## config.mk

```make
export PLATFORM = sky130hd
export DESIGN_NAME = adder_bist_flat
export DESIGN_NICKNAME = d
export VERILOG_FILES = /design/src/rtl/adder_bist_pkg.sv /design/src/rtl/adder_bist_if.sv /design/src/rtl/adder_bist_lfsr.sv /design/src/rtl/adder_bist.sv /design/src/flat_wrapper.sv
export SDC_FILE = /design/constraint.sdc
export NUM_CORES = 1
export LEC_CHECK = 0
export ABC_AREA = 1
export ABC_CLOCK_PERIOD_IN_PS = 2800
export CAP_MARGIN = 15
export CORE_AREA = 2 2 181 183
export CTS_BUF_LIST = sky130_fd_sc_hd__clkbuf_4
export DETAILED_ROUTE_END_ITERATION = 10
export DIE_AREA = 0 0 183 185
export GPL_TIMING_DRIVEN = 1
export SYNTH_ARGS = -nofsm -noshare
export SYNTH_HDL_FRONTEND = slang
export SYNTH_SLANG_ARGS = --single-unit
```

## constraint.sdc

```tcl
create_clock -name clk -period 2.8 [get_ports clk]
set_input_delay 0.42 -clock clk [delete_from_list [all_inputs] [get_ports clk]]
set_output_delay 0.42 -clock clk [all_outputs]
set_load 0.1 [all_outputs]
```

## src/rtl/adder_bist_pkg.sv

```systemverilog
// Shared types and helpers for the adder BIST: FSM state encoding, the
// directed corner-vector table, the LFSR polynomial and the golden adder.
package adder_bist_pkg;

  typedef enum logic [2:0] {
    IDLE   = 3'd0,
    LOAD   = 3'd1,
    SETTLE = 3'd2,
    CHECK  = 3'd3,
    DONE   = 3'd4
  } state_e;

  // Galois feedback mask for x^32+x^22+x^2+x+1 (right-shifting form).
  localparam logic [31:0] LFSR_POLY    = 32'h8020_0003;
  localparam int          NUM_DIRECTED = 8;

  typedef struct packed {
    logic [31:0] a;
    logic [31:0] b;
    logic        cin;
  } vec_t;

  // Directed corner vectors: signed overflow both ways, carry-out,
  // carry-in, all-ones, and carry chains that stop short of the MSB.
  function automatic vec_t directed_vec(input logic [2:0] i);
    vec_t v;
    case (i)
      3'd0:    v = '{a: 32'h7fff_ffff, b: 32'h7fff_ffff, cin: 1'b0};
      3'd1:    v = '{a: 32'h8fff_ffff, b: 32'h8fff_ffff, cin: 1'b0};
      3'd2:    v = '{a: 32'h0000_07aa, b: 32'hffff_ffff, cin: 1'b0};
      3'd3:    v = '{a: 32'h0000_00af, b: 32'h0000_00af, cin: 1'b1};
      3'd4:    v = '{a: 32'hffff_ffff, b: 32'hffff_ffff, cin: 1'b0};
      3'd5:    v = '{a: 32'h0000_0123, b: 32'hffff_f123, cin: 1'b0};
      3'd6:    v = '{a: 32'hffff_f999, b: 32'h0000_0111, cin: 1'b0};
      default: v = '{a: 32'h0000_0000, b: 32'hffff_ffff, cin: 1'b0};
    endcase
    return v;
  endfunction

  // One Galois LFSR step: shift right, fold the polynomial in when a one
  // falls out of bit 0.
  function automatic logic [31:0] lfsr_step(input logic [31:0] x);
    return x[0] ? ((x >> 1) ^ LFSR_POLY) : (x >> 1);
  endfunction

  // Reference a+b+cin over the low w bits (1..32). Returns {cout, ovf, sum}
  // with sum zero-extended to 32 bits.
  function automatic logic [33:0] golden_add(input logic [31:0] a,
                                             input logic [31:0] b,
                                             input logic        cin,
                                             input logic [5:0]  w);
    logic [31:0] mask;
    logic [32:0] s;
    logic [5:0]  msb;
    logic        c;
    logic        o;
    mask = (w >= 6'd32) ? 32'hffff_ffff : ((32'h1 << w) - 32'h1);
    s    = {1'b0, a & mask} + {1'b0, b & mask} + {32'h0, cin};
    msb  = w - 6'd1;
    c    = s[w];
    o    = (a[msb[4:0]] == b[msb[4:0]]) && (s[msb] != a[msb[4:0]]);
    return {c, o, s[31:0] & mask};
  endfunction

endpackage

```

## src/rtl/adder_bist_if.sv

```systemverilog
// Bus between the BIST engine (master) and the adder under test (slave).
// Timing contract: the master changes add_a/add_b/add_cin only on its LOAD
// cycle and holds them for the whole settle window; the slave's add_sum,
// add_cout and add_of are sampled once, at the end of that window, so the
// adder may be purely combinational with any delay shorter than the window.
interface adder_bist_if #(
  parameter int WIDTH = 32
) ();
  logic [WIDTH-1:0] add_a;
  logic [WIDTH-1:0] add_b;
  logic             add_cin;
  logic [WIDTH-1:0] add_sum;
  logic             add_cout;
  logic             add_of;

  modport master (
    output add_a, add_b, add_cin,
    input  add_sum, add_cout, add_of
  );

  modport slave (
    input  add_a, add_b, add_cin,
    output add_sum, add_cout, add_of
  );
endinterface

```

## src/rtl/adder_bist_lfsr.sv

```systemverilog
// 32-bit Galois LFSR for the random phase. Exposes the current value and its
// one-step successor so a single LOAD can draw two operands, then jumps two
// steps ahead so the next draw starts on fresh state.
module adder_bist_lfsr
  import adder_bist_pkg::*;
#(
  parameter logic [31:0] SEED = 32'hACE1_2468
) (
  input  logic        clk,
  input  logic        rst,
  input  logic        load_i,
  input  logic        adv2_i,
  output logic [31:0] cur_o,
  output logic [31:0] nxt_o
);

  logic [31:0] lfsr_q;
  logic [31:0] lfsr_d;
  logic [31:0] step1;

  // Next-state: reload the seed, advance by two, or hold.
  always_comb begin
    step1  = lfsr_step(lfsr_q);
    lfsr_d = lfsr_q;
    if (load_i) begin
      lfsr_d = SEED;
    end else if (adv2_i) begin
      lfsr_d = lfsr_step(step1);
    end
  end

  // State register; reset puts the seed back so every run repeats.
  always_ff @(posedge clk) begin
    if (rst) begin
      lfsr_q <= SEED;
    end else begin
      lfsr_q <= lfsr_d;
    end
  end

  assign cur_o = lfsr_q;
  assign nxt_o = step1;

endmodule

```

## src/rtl/adder_bist.sv

```systemverilog
// Built-in self-test driver/checker for a WIDTH-bit adder. Drives 8 directed
// corner vectors then LFSR-random vectors, waits SETTLE_CYCLES per vector,
// and compares sum/cout/overflow against a golden model.
// Optional build macro ADDER_BIST_CAPTURE_EN adds cap_* outputs holding the
// operands and response of the first mismatching vector.
module adder_bist
  import adder_bist_pkg::*;
#(
  parameter int          WIDTH         = 32,
  parameter int          NUM_VECTORS   = 256,
  parameter int          SETTLE_CYCLES = 2,
  parameter logic [31:0] LFSR_SEED     = 32'hACE1_2468
) (
  input  logic             clk,
  input  logic             rst,
  input  logic             start,
  adder_bist_if.master     bus,
  output logic             busy,
  output logic             done,
  output logic [15:0]      pass_cnt,
  output logic [15:0]      fail_cnt,
  output logic [15:0]      first_fail_idx
`ifdef ADDER_BIST_CAPTURE_EN
  ,
  output logic [WIDTH-1:0] cap_a,
  output logic [WIDTH-1:0] cap_b,
  output logic             cap_cin,
  output logic [WIDTH-1:0] cap_sum,
  output logic             cap_cout,
  output logic             cap_of
`endif
);

  localparam logic [15:0] LAST_IDX    = 16'(NUM_VECTORS - 1);
  localparam logic [15:0] SETTLE_LAST = 16'(SETTLE_CYCLES - 1);
  localparam logic [15:0] DIR_LAST    = 16'(NUM_DIRECTED - 1);
  localparam logic [15:0] NO_FAIL     = 16'hffff;
  localparam logic [15:0] CNT_MAX     = 16'hffff;

  state_e           state_q;
  logic [15:0]      idx_q;
  logic [15:0]      settle_q;
  logic [WIDTH-1:0] add_a_q;
  logic [WIDTH-1:0] add_b_q;
  logic             add_cin_q;
  logic             busy_q;
  logic             done_q;
  logic [15:0]      pass_q;
  logic [15:0]      fail_q;
  logic [15:0]      ffi_q;
`ifdef ADDER_BIST_CAPTURE_EN
  logic [WIDTH-1:0] cap_a_q;
  logic [WIDTH-1:0] cap_b_q;
  logic             cap_cin_q;
  logic [WIDTH-1:0] cap_sum_q;
  logic             cap_cout_q;
  logic             cap_of_q;
`endif

  logic        start_ok;
  logic        lfsr_adv;
  logic [31:0] lfsr_cur;
  logic [31:0] lfsr_nxt;
  vec_t        dir_v;
  logic [33:0] gold;
  logic        match;

  // start only counts when the engine is not running.
  assign start_ok = start && ((state_q == IDLE) || (state_q == DONE));
  assign lfsr_adv = (state_q == LOAD) && (idx_q > DIR_LAST);
  assign dir_v    = directed_vec(idx_q[2:0]);

  adder_bist_lfsr #(
    .SEED (LFSR_SEED)
  ) u_lfsr (
    .clk    (clk),
    .rst    (rst),
    .load_i (start_ok),
    .adv2_i (lfsr_adv),
    .cur_o  (lfsr_cur),
    .nxt_o  (lfsr_nxt)
  );

  // Golden response for the operands currently on the bus.
  assign gold  = golden_add(32'(add_a_q), 32'(add_b_q), add_cin_q, 6'(WIDTH));
  assign match = (bus.add_sum  == gold[WIDTH-1:0]) &&
                 (bus.add_cout == gold[33]) &&
                 (bus.add_of   == gold[32]);

  // Run sequencer: IDLE/DONE wait for start, LOAD drives a vector, SETTLE
  // holds it, CHECK scores it and either loops or finishes.
  always_ff @(posedge clk) begin
    if (rst) begin
      state_q   <= IDLE;
      idx_q     <= 16'h0;
      settle_q  <= 16'h0;
      add_a_q   <= '0;
      add_b_q   <= '0;
      add_cin_q <= 1'b0;
      busy_q    <= 1'b0;
      done_q    <= 1'b0;
      pass_q    <= 16'h0;
      fail_q    <= 16'h0;
      ffi_q     <= NO_FAIL;
`ifdef ADDER_BIST_CAPTURE_EN
      cap_a_q    <= '0;
      cap_b_q    <= '0;
      cap_cin_q  <= 1'b0;
      cap_sum_q  <= '0;
      cap_cout_q <= 1'b0;
      cap_of_q   <= 1'b0;
`endif
    end else begin
      case (state_q)
        IDLE, DONE: begin
          if (start_ok) begin
            state_q <= LOAD;
            busy_q  <= 1'b1;
            done_q  <= 1'b0;
            idx_q   <= 16'h0;
            pass_q  <= 16'h0;
            fail_q  <= 16'h0;
            ffi_q   <= NO_FAIL;
`ifdef ADDER_BIST_CAPTURE_EN
            cap_a_q    <= '0;
            cap_b_q    <= '0;
            cap_cin_q  <= 1'b0;
            cap_sum_q  <= '0;
            cap_cout_q <= 1'b0;
            cap_of_q   <= 1'b0;
`endif
          end
        end
        LOAD: begin
          if (idx_q > DIR_LAST) begin
            add_a_q   <= lfsr_cur[WIDTH-1:0];
            add_b_q   <= lfsr_nxt[WIDTH-1:0];
            add_cin_q <= lfsr_nxt[31];
          end else begin
            add_a_q   <= dir_v.a[WIDTH-1:0];
            add_b_q   <= dir_v.b[WIDTH-1:0];
            add_cin_q <= dir_v.cin;
          end
          settle_q <= 16'h0;
          state_q  <= SETTLE;
        end
        SETTLE: begin
          if (settle_q == SETTLE_LAST) begin
            state_q <= CHECK;
          end else begin
            settle_q <= settle_q + 16'h1;
          end
        end
        CHECK: begin
          if (match) begin
            if (pass_q != CNT_MAX) pass_q <= pass_q + 16'h1;
          end else begin
            if (fail_q != CNT_MAX) fail_q <= fail_q + 16'h1;
            if (ffi_q == NO_FAIL) begin
              ffi_q <= idx_q;
`ifdef ADDER_BIST_CAPTURE_EN
              cap_a_q    <= add_a_q;
              cap_b_q    <= add_b_q;
              cap_cin_q  <= add_cin_q;
              cap_sum_q  <= bus.add_sum;
              cap_cout_q <= bus.add_cout;
              cap_of_q   <= bus.add_of;
`endif
            end
          end
          if (idx_q == LAST_IDX) begin
            state_q <= DONE;
            busy_q  <= 1'b0;
            done_q  <= 1'b1;
          end else begin
            idx_q   <= idx_q + 16'h1;
            state_q <= LOAD;
          end
        end
        default: begin
          state_q <= IDLE;
          busy_q  <= 1'b0;
          done_q  <= 1'b0;
        end
      endcase
    end
  end

  assign bus.add_a      = add_a_q;
  assign bus.add_b      = add_b_q;
  assign bus.add_cin    = add_cin_q;
  assign busy           = busy_q;
  assign done           = done_q;
  assign pass_cnt       = pass_q;
  assign fail_cnt       = fail_q;
  assign first_fail_idx = ffi_q;
`ifdef ADDER_BIST_CAPTURE_EN
  assign cap_a          = cap_a_q;
  assign cap_b          = cap_b_q;
  assign cap_cin        = cap_cin_q;
  assign cap_sum        = cap_sum_q;
  assign cap_cout       = cap_cout_q;
  assign cap_of         = cap_of_q;
`endif

endmodule

```

## src/flat_wrapper.sv

```systemverilog
// flat-port wrapper written by rule: the top's interface ports become plain ports
module adder_bist_flat import adder_bist_pkg::*;
#(
  parameter int          WIDTH         = 32,
  parameter int          NUM_VECTORS   = 256,
  parameter int          SETTLE_CYCLES = 2,
  parameter logic [31:0] LFSR_SEED     = 32'hACE1_2468
)
  (clk, rst, start, busy, done, pass_cnt, fail_cnt, first_fail_idx, bus_add_a, bus_add_b, bus_add_cin, bus_add_sum, bus_add_cout, bus_add_of);
  adder_bist_if #(.WIDTH(WIDTH)) bus_i ();
  input  logic clk;
  input  logic rst;
  input  logic start;
  output logic busy;
  output logic done;
  output logic [15:0] pass_cnt;
  output logic [15:0] fail_cnt;
  output logic [15:0] first_fail_idx;
  output wire logic [$bits(bus_i.add_a)-1:0] bus_add_a;
  output wire logic [$bits(bus_i.add_b)-1:0] bus_add_b;
  output wire logic [$bits(bus_i.add_cin)-1:0] bus_add_cin;
  input wire logic [$bits(bus_i.add_sum)-1:0] bus_add_sum;
  input wire logic [$bits(bus_i.add_cout)-1:0] bus_add_cout;
  input wire logic [$bits(bus_i.add_of)-1:0] bus_add_of;
  assign bus_add_a = bus_i.add_a;
  assign bus_add_b = bus_i.add_b;
  assign bus_add_cin = bus_i.add_cin;
  assign bus_i.add_sum = bus_add_sum;
  assign bus_i.add_cout = bus_add_cout;
  assign bus_i.add_of = bus_add_of;
  adder_bist #(.WIDTH(WIDTH), .NUM_VECTORS(NUM_VECTORS), .SETTLE_CYCLES(SETTLE_CYCLES), .LFSR_SEED(LFSR_SEED)) u_core (.clk(clk), .rst(rst), .start(start), .bus(bus_i), .busy(busy), .done(done), .pass_cnt(pass_cnt), .fail_cnt(fail_cnt), .first_fail_idx(first_fail_idx));
endmodule
```

# Word-level counts from Yosys, hierarchy flattened

Index checks and enable logic that the tools add are counted.

Register bits: 182
Bits of input ports: 37
Output and inout port bits: 115
Logic and storage cells: 103

$add $sub $neg: 6
Magnitude comparators: 1
Eq/ne operators: 30
Muxes and demuxes: 31
Bitwise logic cells: 3
Reductions and logical operators: 20

Operator list:

| kind                                                                              | number |
|---|---|
| 65-bit one-hot mux with 7 select lines                                            | 1 |
| 16-bit two-way mux                                                                | 10 |
| 16-bit one-hot mux with 2 select lines                                            | 5 |
| 32-bit two-way mux                                                                | 4 |
| 16-bit by 1-bit adder with 16-bit output (second input constant)                  | 4 |
| 32-bit by 32-bit adder with 33-bit output                                         | 1 |
| 33-bit by 1-bit adder with 33-bit output                                          | 1 |
| 32-bit equality test                                                              | 1 |
| 16-bit inequality test (second input constant)                                    | 2 |
| 16-bit by 1-bit equality test with 1-bit output (second input constant)           | 1 |
| 16-bit equality test (second input constant)                                      | 1 |
| 16-bit by 8-bit equality test with 1-bit output (second input constant)           | 1 |
| 16-bit by 3-bit greater-than comparator with 1-bit output (second input constant) | 1 |
| 2-bit by 1-bit inequality test with 1-bit output (second input constant)          | 7 |
| 3-bit by 2-bit equality test with 1-bit output (second input constant)            | 4 |
| 3-bit equality test (second input constant)                                       | 4 |
| 3-bit one-hot mux with 4 select lines                                             | 1 |
| 4-bit AND reduction                                                               | 3 |
| 3-bit two-way mux                                                                 | 3 |
| 3-bit inverter with 4-bit output                                                  | 2 |
| 3-bit by 1-bit equality test with 1-bit output (second input constant)            | 2 |
| 3-bit zero test                                                                   | 2 |
| 2-bit inequality test (second input constant)                                     | 3 |
| 1-bit one-hot mux with 3 select lines                                             | 2 |
| other kinds (10)                                                                  | 25 |

# Logic depth before layout (Yosys ltp)

Gate-level depths: netlist of run 1.

Word-level depth: 8
Gate-level depth with buffers: 23
Depth with buffers taken out: 23

# Cells and area by module

A second synthesis of run 1 with hierarchy kept.

Cells, all modules: 1971
Area, all modules: 12268.0 um^2

Modules (own cells, without submodules):

| module          | times used | cells an instance | area each (um^2) | sequential area each (um^2) |
|---|---|---|---|---|
| adder_bist      | 1          | 1788              | 10824.1          | 3002.9 |
| adder_bist_lfsr | 1          | 183               | 1443.9           | 640.6 |

# Worst setup path after synthesis of run 1

No wires, ideal clock.

Path type: register -> register
From: register u_core.add_cin_q, in the netlist u_core.bus.add_cin
To: register u_core.ffi_q[5], in the netlist u_core.first_fail_idx[5]
Library setup time: 0.134 ns
Data arrival time: 3.313 ns
Data required time: 2.666 ns
Setup slack: -0.647 ns
Stages on the path, launching flop included: 22
Path buffers: 1
Period minus slack after synthesis: 3.447 ns
Cells stage by stage: dfxtp_1 fa_1 fa_1 nand2_1 nand2_1 nand3_1 nand2_1 nand2_1 nand2_1 nand2_1 nand2_1 nand2_1 nand2_1 nor2_1 nand2_1 nor3_4 nand2_4 nand3_4 nand2_4 buf_6 nand2_1 nand3_1

Longest elaborated chain between the ends: 7
Elaborated cells on any way between the ends: 10
Classes of those cells: add/sub: 1; eq/ne: 5; reduce/logical: 4

Ends and longest elaborated chain:

| element                                                      | line                 | text |
|---|---|---|
| start: declaration                                           | adder_bist.sv:45     | `logic add_cin_q;` |
| start signal: assignment                                     | adder_bist.sv:138    | `add_cin_q <= lfsr_nxt[31];` |
| start signal: assignment                                     | adder_bist.sv:142    | `add_cin_q <= dir_v.cin;` |
| 33-bit by 1-bit adder with 33-bit output *                   | adder_bist_pkg.sv:58 | `s = {1'b0, a & mask} + {1'b0, b & mask} + {32'h0, cin};` |
| branches (longest 3 deep; another with 32-bit equality test) | -                    |  |
| 1-bit logical AND *                                          | adder_bist.sv:87     | `(bus.add_cout == gold[33]) &&` |
| 2-bit inequality test (no line) *                            | -                    |  |
| 4-bit AND reduction (no line) *                              | -                    |  |
| end signal: assignment                                       | adder_bist.sv:160    | `ffi_q <= idx_q;` |
| end: declaration                                             | adder_bist.sv:50     | `logic [15:0] ffi_q;` |

Mark *: on every way between the ends.
A chain may end at the register's enable or synchronous reset.

# Worst setup path after layout of run 1

From: register u_core.add_b_q[0], in the netlist u_core.bus.add_b[0]
To: register u_core.pass_q[1], in the netlist u_core.pass_cnt[1]

Longest elaborated chain between the ends: 8
Elaborated cells on any way between the ends: 11
Classes of those cells: add/sub: 2; eq/ne: 5; reduce/logical: 4

Ends and longest elaborated chain:

| element                                                      | line                 | text |
|---|---|---|
| start: declaration                                           | adder_bist.sv:44     | `logic [WIDTH-1:0] add_b_q;` |
| start signal: assignment                                     | adder_bist.sv:137    | `add_b_q <= lfsr_nxt[WIDTH-1:0];` |
| start signal: assignment                                     | adder_bist.sv:141    | `add_b_q <= dir_v.b[WIDTH-1:0];` |
| 32-bit by 32-bit adder with 33-bit output *                  | adder_bist_pkg.sv:58 |  |
| 33-bit by 1-bit adder with 33-bit output *                   | adder_bist_pkg.sv:58 |  |
| branches (longest 3 deep; another with 32-bit equality test) | -                    |  |
| 1-bit logical AND *                                          | adder_bist.sv:87     |  |
| 2-bit by 1-bit inequality test with 1-bit output (no line) * | -                    |  |
| 4-bit AND reduction (no line) *                              | -                    |  |
| end signal: assignment                                       | adder_bist.sv:156    | `if (pass_q != CNT_MAX) pass_q <= pass_q + 16'h1;` |
| end: declaration                                             | adder_bist.sv:48     | `logic [15:0] pass_q;` |

Marks and branches as above.

==> results of run 1 <==
==> worst max path at each step <==
stage                                                  endpoint  slack, ns
after floorplan           u_core.first_fail_idx[5]$_SDFFE_PP1P_      -0.17
after global placement          u_core.pass_cnt[3]$_SDFFE_PP0P_      -0.30
after detailed placement        u_core.pass_cnt[3]$_SDFFE_PP0P_      -0.38
after CTS                       u_core.pass_cnt[2]$_SDFFE_PP0P_      -0.36
after global routing      u_core.first_fail_idx[6]$_SDFFE_PP1P_      -0.53
final                           u_core.pass_cnt[1]$_SDFFE_PP0P_      -0.31
==> flip-flops by register name, summed over array words and instances, names as in the netlist <==
register / flops
u_core.first_fail_idx: 16
u_core.busy: 1
u_core.pass_cnt: 16
u_core.settle_q: 16
u_core.state_q: 3
u_core.u_lfsr.cur_o: 32
u_core.done: 1
u_core.bus.add_cin: 1
u_core.idx_q: 16
u_core.bus.add_a: 32
u_core.bus.add_b: 32
u_core.fail_cnt: 16
==> logic make-up after synthesis <==
logic type	Yosys count
XOR/XNOR	57
AND/OR/NAND/NOR	854
flip-flops	182
adder cells (fa/ha/maj)	42
buffers and inverters	323
AO/OA/AOI/OAI	237
==> per-layer routing <==
| metal | global-route usage, % | routed length (µm) | up-vias |
|---|---|---|---|
| met5 | 0 | 0 | - |
| met4 | 6.976 | 877 | 0 |
| met3 | 2.556 | 1555 | 57 |
| met2 | 35.48 | 16630 | 302 |
| met1 | 27.48 | 16540 | 5448 |
| li1 | - | - | 6029 |
==> stage by stage <==
| stage | setup TNS, ns | std cells |
|---|---|---|
| after detailed placement | -14.48 | 2362 |
| after global routing | -23.48 | 2404 |
| after CTS | -15.07 | 2399 |
| after floorplan | -4.411 | 1695 |
| after global placement | -11.05 | 2362 |
| final | -12.18 | 2404 |
==> placed cells by master (no fill, tap or decap), types with 3 or more instances in the layout <==
| cell type | netlist | routed |
|---|---|---|
| nand2_1 | 481 | 460 |
| buf_4 | 1 | 272 |
| inv_1 | 260 | 260 |
| nand3_1 | 142 | 128 |
| nor2_1 | 113 | 109 |
| dfxtp_1 | 182 | 107 |
| a21oi_1 | 110 | 103 |
| dfxtp_2 | 0 | 71 |
| o21ai_0 | 52 | 52 |
| ha_1 | 40 | 40 |
| nand4_1 | 36 | 36 |
| a31oi_1 | 35 | 35 |
| clkdlybuf4s50_1 | 0 | 35 |
| xor2_1 | 34 | 34 |
| nor3_1 | 24 | 24 |
| xnor2_1 | 22 | 21 |
| nand2_2 | 6 | 21 |
| clkbuf_4 | 0 | 18 |
| a21oi_2 | 6 | 13 |
| nand3_2 | 1 | 13 |
| o211ai_1 | 12 | 12 |
| nor2_2 | 7 | 10 |
| inv_2 | 9 | 9 |
| nor3_2 | 7 | 7 |
| nand2_4 | 2 | 7 |
| nand3b_1 | 7 | 7 |
| nor4_1 | 6 | 6 |
| inv_8 | 0 | 6 |
| a211oi_1 | 6 | 5 |
| or2_2 | 6 | 5 |
| or2_1 | 5 | 5 |
| buf_12 | 0 | 5 |
| nand3_4 | 2 | 4 |
| clkinv_4 | 0 | 4 |
| dfxtp_4 | 0 | 4 |
| nor3b_1 | 3 | 3 |
| o21a_1 | 3 | 3 |
| buf_16 | 0 | 3 |
==> cell type report <==
class,count,area share [%]
Clock buffer,18,0.9246
Antenna cell,2,0.03424
Inverter,270,7.020
Multi-Input combinational cell,1191,43.84
Sequential cell,182,25.64
Clock inverter,14,1.070
Timing Repair Buffer,319,17.98
Tap cell,408,3.493
==> power breakdown <==
| group | switching, mW | leakage, nW | total (mW) | internal, mW |
|---|---|---|---|---|
| Combinational | 5.18 | 5.50 | 7.56 | 2.38 |
| Sequential | 0.279 | 1.51 | 3.30 | 3.02 |
| Clock | 1.02 | 0.155 | 1.52 | 0.493 |
==> what timing repair did <==
item | CTS | global route
gates resized for setup | 26 | 38
setup endpoints to repair | 48 | 56
hold buffers | 0 | 0
buffers inserted | 2 | 2
endpoints found under the hold margin | 0 | 0
cloned | 3 | 2
pin swaps | 12 | 31
==> results.toml, run 1 <==
[setup_path]
crit_buf_inv = 4
path_class = "reg -> reg"
cp_slowest_cell = "fa_2"
max_stage_delay_ns = 0.41
worstPathRequired_ns = 3.28
worst_setup_path_end_kind = "flip-flop"
worst-path-stages = 18
cp-start-kind = "flip-flop"
cp_top_family = "simple AND/OR/NAND/NOR gates"
crit_chain = "fa_2 > fa_2 > buf_4 > xnor2_2 > xnor2_1 > nor2_1 > nand3_1 > nor2_2 > nand3_1 > nor2_1 > nand2_1 > nor2_4 > buf_12 > nand3_4 > buf_12 > clkbuf_16 > nand3_1 > a21oi_1"
critPathMaxFanout = 5
crit_start = "u_core.bus.add_b[0]$_SDFFE_PP0P_"
r2r_slack_ns = -0.31
cpMostUsedCell = "nand3_1"
r2r-end = "u_core.pass_cnt[1]$_SDFFE_PP0P_"
reg2reg_depth = 18
timing.rr.start = "u_core.bus.add_b[0]$_SDFFE_PP0P_"
cp.arrival_ns = 3.59

[status]
status = "finished with violations"
violations = "negative setup slack"

[yosys]
ys_seq_area_share_pct = 33.01
synth_compound_area_share_pct = 12.15
ys_ff_latch = 182
yosys.area_share.simple_pct = 34.02
synth_area_leaders = "dfxtp_1, nand2_1, inv_1, nand3_1, a21oi_1"
syn_inst = 1695
avgSynthCellArea_um2 = 6.511
synth_common_cells = "nand2_1, inv_1, dfxtp_1, nand3_1, nor2_1"
synth_xor_area_share_pct = 4.648
synthAdderAreaFrac_pct = 4.897
synth.distinct_cells = 51
yosysTopAreaCell = "dfxtp_1"
synth_mux_area_share_pct = 0
syn_area_um2 = 11040
synth_edf_count = 0
async_reset_ff_share_pct = 0
synth_nets = 1774
synth-main-ff-cell = "dfxtp_1"
ys_warn_count = 0
yosys.area.top_type_share_pct = 33.01
synth.most_common_cell = "nand2_1"
synth_top_family_by_area = "simple AND/OR/NAND/NOR gates"

[sta]
timing.final.setup_violations = 48
fin_crit_sh_pct = 111.1
fin_crit_ns = 3.110
drv_slew = 0
whs_ns = 0.1434
max_freq_ghz = 0.3215
relSlewSlack_pct = 51.97
hold_viol_final = 0
setup_ws_ns = -0.3102
skew_ns = 0.03758
rsz0062_at_grt = "true"
worst_pin_slew_ns = 0.7187

[detailed_routing]
drc = 0
detail-route-antenna-nets = 0
drt_wl_total_um = 35610
vias_per_cell = 4.923
first_pass_iters = 5
routedWlPerCell_um = 14.81
first_iter_violations = 744
num_vias = 11836

[placement]
dp_slack_ns = -0.3837
dp_hpwl_um = 27510
port-buffer-count = 151
placed_area_um2 = 13920
gp_congestion = 0.9705

[floorplan]
die_width_um = 183
start_util_pct = 34.45
chipHeight_um = 185
coreArea_um2 = 32040
pin_count = 152
fp-row-count = 66
die_area_um2 = 33860

[clock_tree]
cts-root-buf = "clkbuf_4"
cts_max_level = 4
clkTransAtPathRegs_ns = 0.17
clock_latency_ns = 0.61
cts-buffers-inserted = 17
clkSinkCount = 182
clockBufferDepth = 2
cts_tree = "built"

[finish]
area_growth_pct = 32.42
final_util_pct = 45.61
nFillCells = 3338
layout.area.seq_um2 = 3747
multiInputGateArea_um2 = 6407
nets = 2060
final_cell_area_um2 = 14620
drive_above_1_share_pct = 24.77

[power_and_ir_drop]
ir_worst_vdd_mv = 0.7284
p_leak_nw = 7.169
power.total_mw = 12.37
pwr_density_cell_nw_per_um2 = 846.6

[worst_hold_path]
worstHoldEndpoint = "u_core.settle_q[1]$_SDFFE_PP0P_"
hp-class = "in -> reg"
hold_depth = 2
hold_start = "rst"

[global_route]
grt_pass1_vias = 11222
grt_pass1_wl_um = 56660
grt_max_degree = 50
track_usage_pct = 20.89
antenna_found_initial = 1
gr-total-overflow = 0

[run]
drv_cap = 0
(Power assumes the default switching activity.)
==> run 2: changes to the inputs <==
--- a/config.mk
+++ b/config.mk
@@ -8,11 +8,13 @@
 export ABC_AREA = 1
 export ABC_CLOCK_PERIOD_IN_PS = 2800
 export CAP_MARGIN = 15
-export CORE_AREA = 2 2 181 183
+export CORE_AREA = 2 2 191 193
 export CTS_BUF_LIST = sky130_fd_sc_hd__clkbuf_4
+export CTS_CLUSTER_DIAMETER = 80
 export DETAILED_ROUTE_END_ITERATION = 10
-export DIE_AREA = 0 0 183 185
+export DIE_AREA = 0 0 193 195
 export GPL_TIMING_DRIVEN = 1
 export SYNTH_ARGS = -nofsm -noshare
 export SYNTH_HDL_FRONTEND = slang
+export SYNTH_HIERARCHICAL = 1
 export SYNTH_SLANG_ARGS = --single-unit
==> results.toml, run 2 <==
[power_and_ir_drop]
ir_worst_vdd_mv = 1.462
internal-power_mw = 7.503
sw_frac_of_total_pct = 56.96
power.total_mw = 17.44
pwr_density_cell_nw_per_um2 = 1078
p_sw_mw = 9.932
clockPowerShare_pct = 8.8
seq_power_share_pct = 21.8
combinationalPowerShare_pct = 69.4
p_leak_nw = 8.044

[yosys]
ys_warn_count = 6
ys_seq_area_share_pct = 29.70
synth.distinct_cells = 53
synth.most_common_cell = "nand2_1"
avgSynthCellArea_um2 = 6.224
async_reset_ff_share_pct = 0
yosys.area.top_type_share_pct = 29.70
synth_nets = 2050
ys_ff_latch = 182
synth_edf_count = 0
synth-main-ff-cell = "dfxtp_1"
synth_common_cells = "nand2_1, inv_1, nand3_1, dfxtp_1, nor2_1"
syn_area_um2 = 12270
yosysTopAreaCell = "dfxtp_1"
synth_area_leaders = "dfxtp_1, nand2_1, inv_1, nand3_1, nor2_1"
syn_inst = 1971

[finish]
area_growth_pct = 31.84
layout_common_cells = "nand2_1, buf_4, inv_1, nand3_1, nor2_1"
mostFrequentLayoutCell = "nand2_1"
drive_above_1_share_pct = 26.48
nets = 2358

[sta]
rsz0062_at_grt = "true"
setup_ws_ns = -0.5140
relSlewSlack_pct = 47.55
skew_ns = 0.03456
hold_viol_final = 0
fin_crit_sh_pct = 118.4
fin_tns_setup_ns = -21.23
whs_ns = 0.2531
max_freq_ghz = 0.3017
fin_crit_ns = 3.314
timing.final.setup_violations = 48
worst_pin_slew_ns = 0.7867
drv_slew = 0

[setup_path]
timing.rr.start = "u_core/bus.add_a[21]$_SDFFE_PP0P_"
r2r_slack_ns = -0.51
path_class = "reg -> reg"
crit_buf_inv = 3
cp_top_family = "simple AND/OR/NAND/NOR gates"
r2r-end = "u_core/fail_cnt[14]$_SDFFE_PP0P_"
reg2reg_depth = 21
cpMostUsedCell = "nand2_1"
cp_slowest_cell = "ha_1"
max_stage_delay_ns = 0.41
worst_setup_path_end_kind = "flip-flop"
critPathMaxFanout = 5
cp-start-kind = "flip-flop"
worstPathRequired_ns = 3.36
crit_chain = "ha_1 > nand2_1 > nor2_1 > nand2_1 > nor4_1 > nand2_1 > nand2_1 > nand2_1 > nand2_1 > nand2_1 > clkinv_1 > nand2_2 > nor2_4 > nand3_2 > buf_6 > nor2_4 > nand2_4 > clkbuf_16 > nand3_2 > nand2_1 > nor2_1"
cp.arrival_ns = 3.87

[floorplan]
start_util_pct = 34.66
die_area_um2 = 37640
pin_count = 152
chipHeight_um = 195
fp-row-count = 69
die_width_um = 193
coreArea_um2 = 35400

[global_route]
gr-total-overflow = 0
track_usage_pct = 22.29
antenna_found_initial = 2
grt_pass1_wl_um = 65650
grt_pass1_vias = 12587
grt_max_degree = 66

[status]
violations = "negative setup slack"
status = "finished with violations"

[detailed_routing]
detail-route-antenna-nets = 0
drt_wl_total_um = 42080
drc = 0
num_vias = 13463
first_pass_iters = 5
routedWlPerCell_um = 15.27
first_iter_violations = 911
vias_per_cell = 4.887

[run]
drv_cap = 0

[clock_tree]
cts-root-buf = "clkbuf_4"
clkSinkCount = 182
clkTransAtPathRegs_ns = 0.18
ctsHoldBuffers = 0
clock_latency_ns = 0.63
cts_tree = "built"
cts_max_level = 4
clockBufferDepth = 2
cts-buffers-inserted = 17

[placement]
dp_slack_ns = -0.5326
dp_hpwl_um = 32340
gp_congestion = 0.9292
port-buffer-count = 151

[worst_hold_path]
hold_start = "rst"
worstHoldEndpoint = "u_core/settle_q[3]$_SDFFE_PP0P_"
hold_depth = 5
hp-class = "in -> reg"
run 2: cell count changes in the layout (fill, tap and decap cells not counted), sizes merged, moves of 7 or more:
cell / change
nand3b: +7
inv: +22
nor2: +54
o21ai: +20
clkinv: +7
a31oi: -8
o211ai: -10
xnor2: -7
nand3: +56
buf: +55
nand2: +133
a21oi: -20
xor2: -13
run 2: power groups by stage:
stage / clock [mW] / combinational, mW / sequential [mW]
after detailed placement: 0 / 11.8 / 3.84
after global routing: 1.69 / 13.0 / 3.88
final: 1.53 / 12.1 / 3.80
after global placement: 0 / 11.7 / 3.84
after floorplan: 0 / 4.12 / 7.71
after CTS: 1.61 / 12.0 / 3.79
run 2: worst min-delay path, stage by stage:
cell and delay (ns):
buf_2 0.12, inv_2 0.04, nand2_1 0.05, buf_4 0.16, nor3_1 0.07
run 2: worst max path at each step:
stage / start / endpoint / slack [ns] / cells after the start
2_1_floorplan: u_core/bus.add_a[0]$_SDFFE_PP0P_ / u_core/fail_cnt[10]$_SDFFE_PP0P_ / -0.30 / 21
3_3_place_gp: u_core/bus.add_cin$_SDFFE_PP0P_ / u_core/first_fail_idx[13]$_SDFFE_PP1P_ / -0.43 / 23
3_5_place_dp: u_core/bus.add_cin$_SDFFE_PP0P_ / u_core/first_fail_idx[1]$_SDFFE_PP1P_ / -0.53 / 23
4_1_cts: u_core/bus.add_a[0]$_SDFFE_PP0P_ / u_core/first_fail_idx[0]$_SDFFE_PP1P_ / -0.48 / 19
5_1_grt: u_core/bus.add_b[0]$_SDFFE_PP0P_ / u_core/fail_cnt[13]$_SDFFE_PP0P_ / -0.69 / 21
6_report: u_core/bus.add_a[21]$_SDFFE_PP0P_ / u_core/fail_cnt[14]$_SDFFE_PP0P_ / -0.51 / 21
run 2: cell families (layout without fill, tap and decap cells):
logic type | Yosys count | count (layout) | share of synthesized area, %
and+or+nand+nor | 1109 | 1110 | 39.82
AOI/OAI and AO/OA | 218 | 218 | 9.832
other | 0 | 2 | 0
DFF | 182 | 182 | 29.70
adders and majority gates | 42 | 42 | 4.406
xor gates and xnor gates | 38 | 38 | 2.958
buffers and inverters | 382 | 702 | 13.29
run 2: area by class of cell:
cell class / instances / area, µm²
diodes: 2 / 5.005
clock buffers: 17 / 127.6
clock inverters: 15 / 166.4
fillers: 3722 / 19220
inverters: 295 / 1117
multi-input cells: 1408 / 7421
flip-flops and latches: 182 / 3741
well taps: 461 / 576.8
repair buffers: 374 / 3010
repair inverters: 1 / 8.758
run 2: per-layer routing:
metal / vias up / track usage, % / wire length, µm / share of wire, %
li1: 6869 / - / - / -
met1: 6154 / 29.48 / 18780 / 45
met2: 375 / 36.52 / 19330 / 46
met3: 65 / 3.325 / 2586 / 6.1
met4: 0 / 8.418 / 1381 / 3.3
met5: - / 0 / 0 / 0
run 2: per-stage QoR:
| step | util (%) | cells | cell area (µm²) |
|---|---|---|---|
| final | 45.69 | 2755 | 16170 |
| after floorplan | - | 1971 | 12470 |
| after global routing | 45.69 | 2755 | 16170 |
| after CTS | 45.01 | 2753 | 15930 |
| after detailed placement | 43.43 | 2708 | 15370 |
| after global placement | 43.43 | 2708 | 15370 |
run 2: what timing repair did:
action | 4_1_cts | 5_1_grt
cloned | 5 | 1
endpoints found under the setup margin | 48 | 50
pin swaps | 27 | 50
buffers inserted | 8 | 3
gates resized for setup | 34 | 59
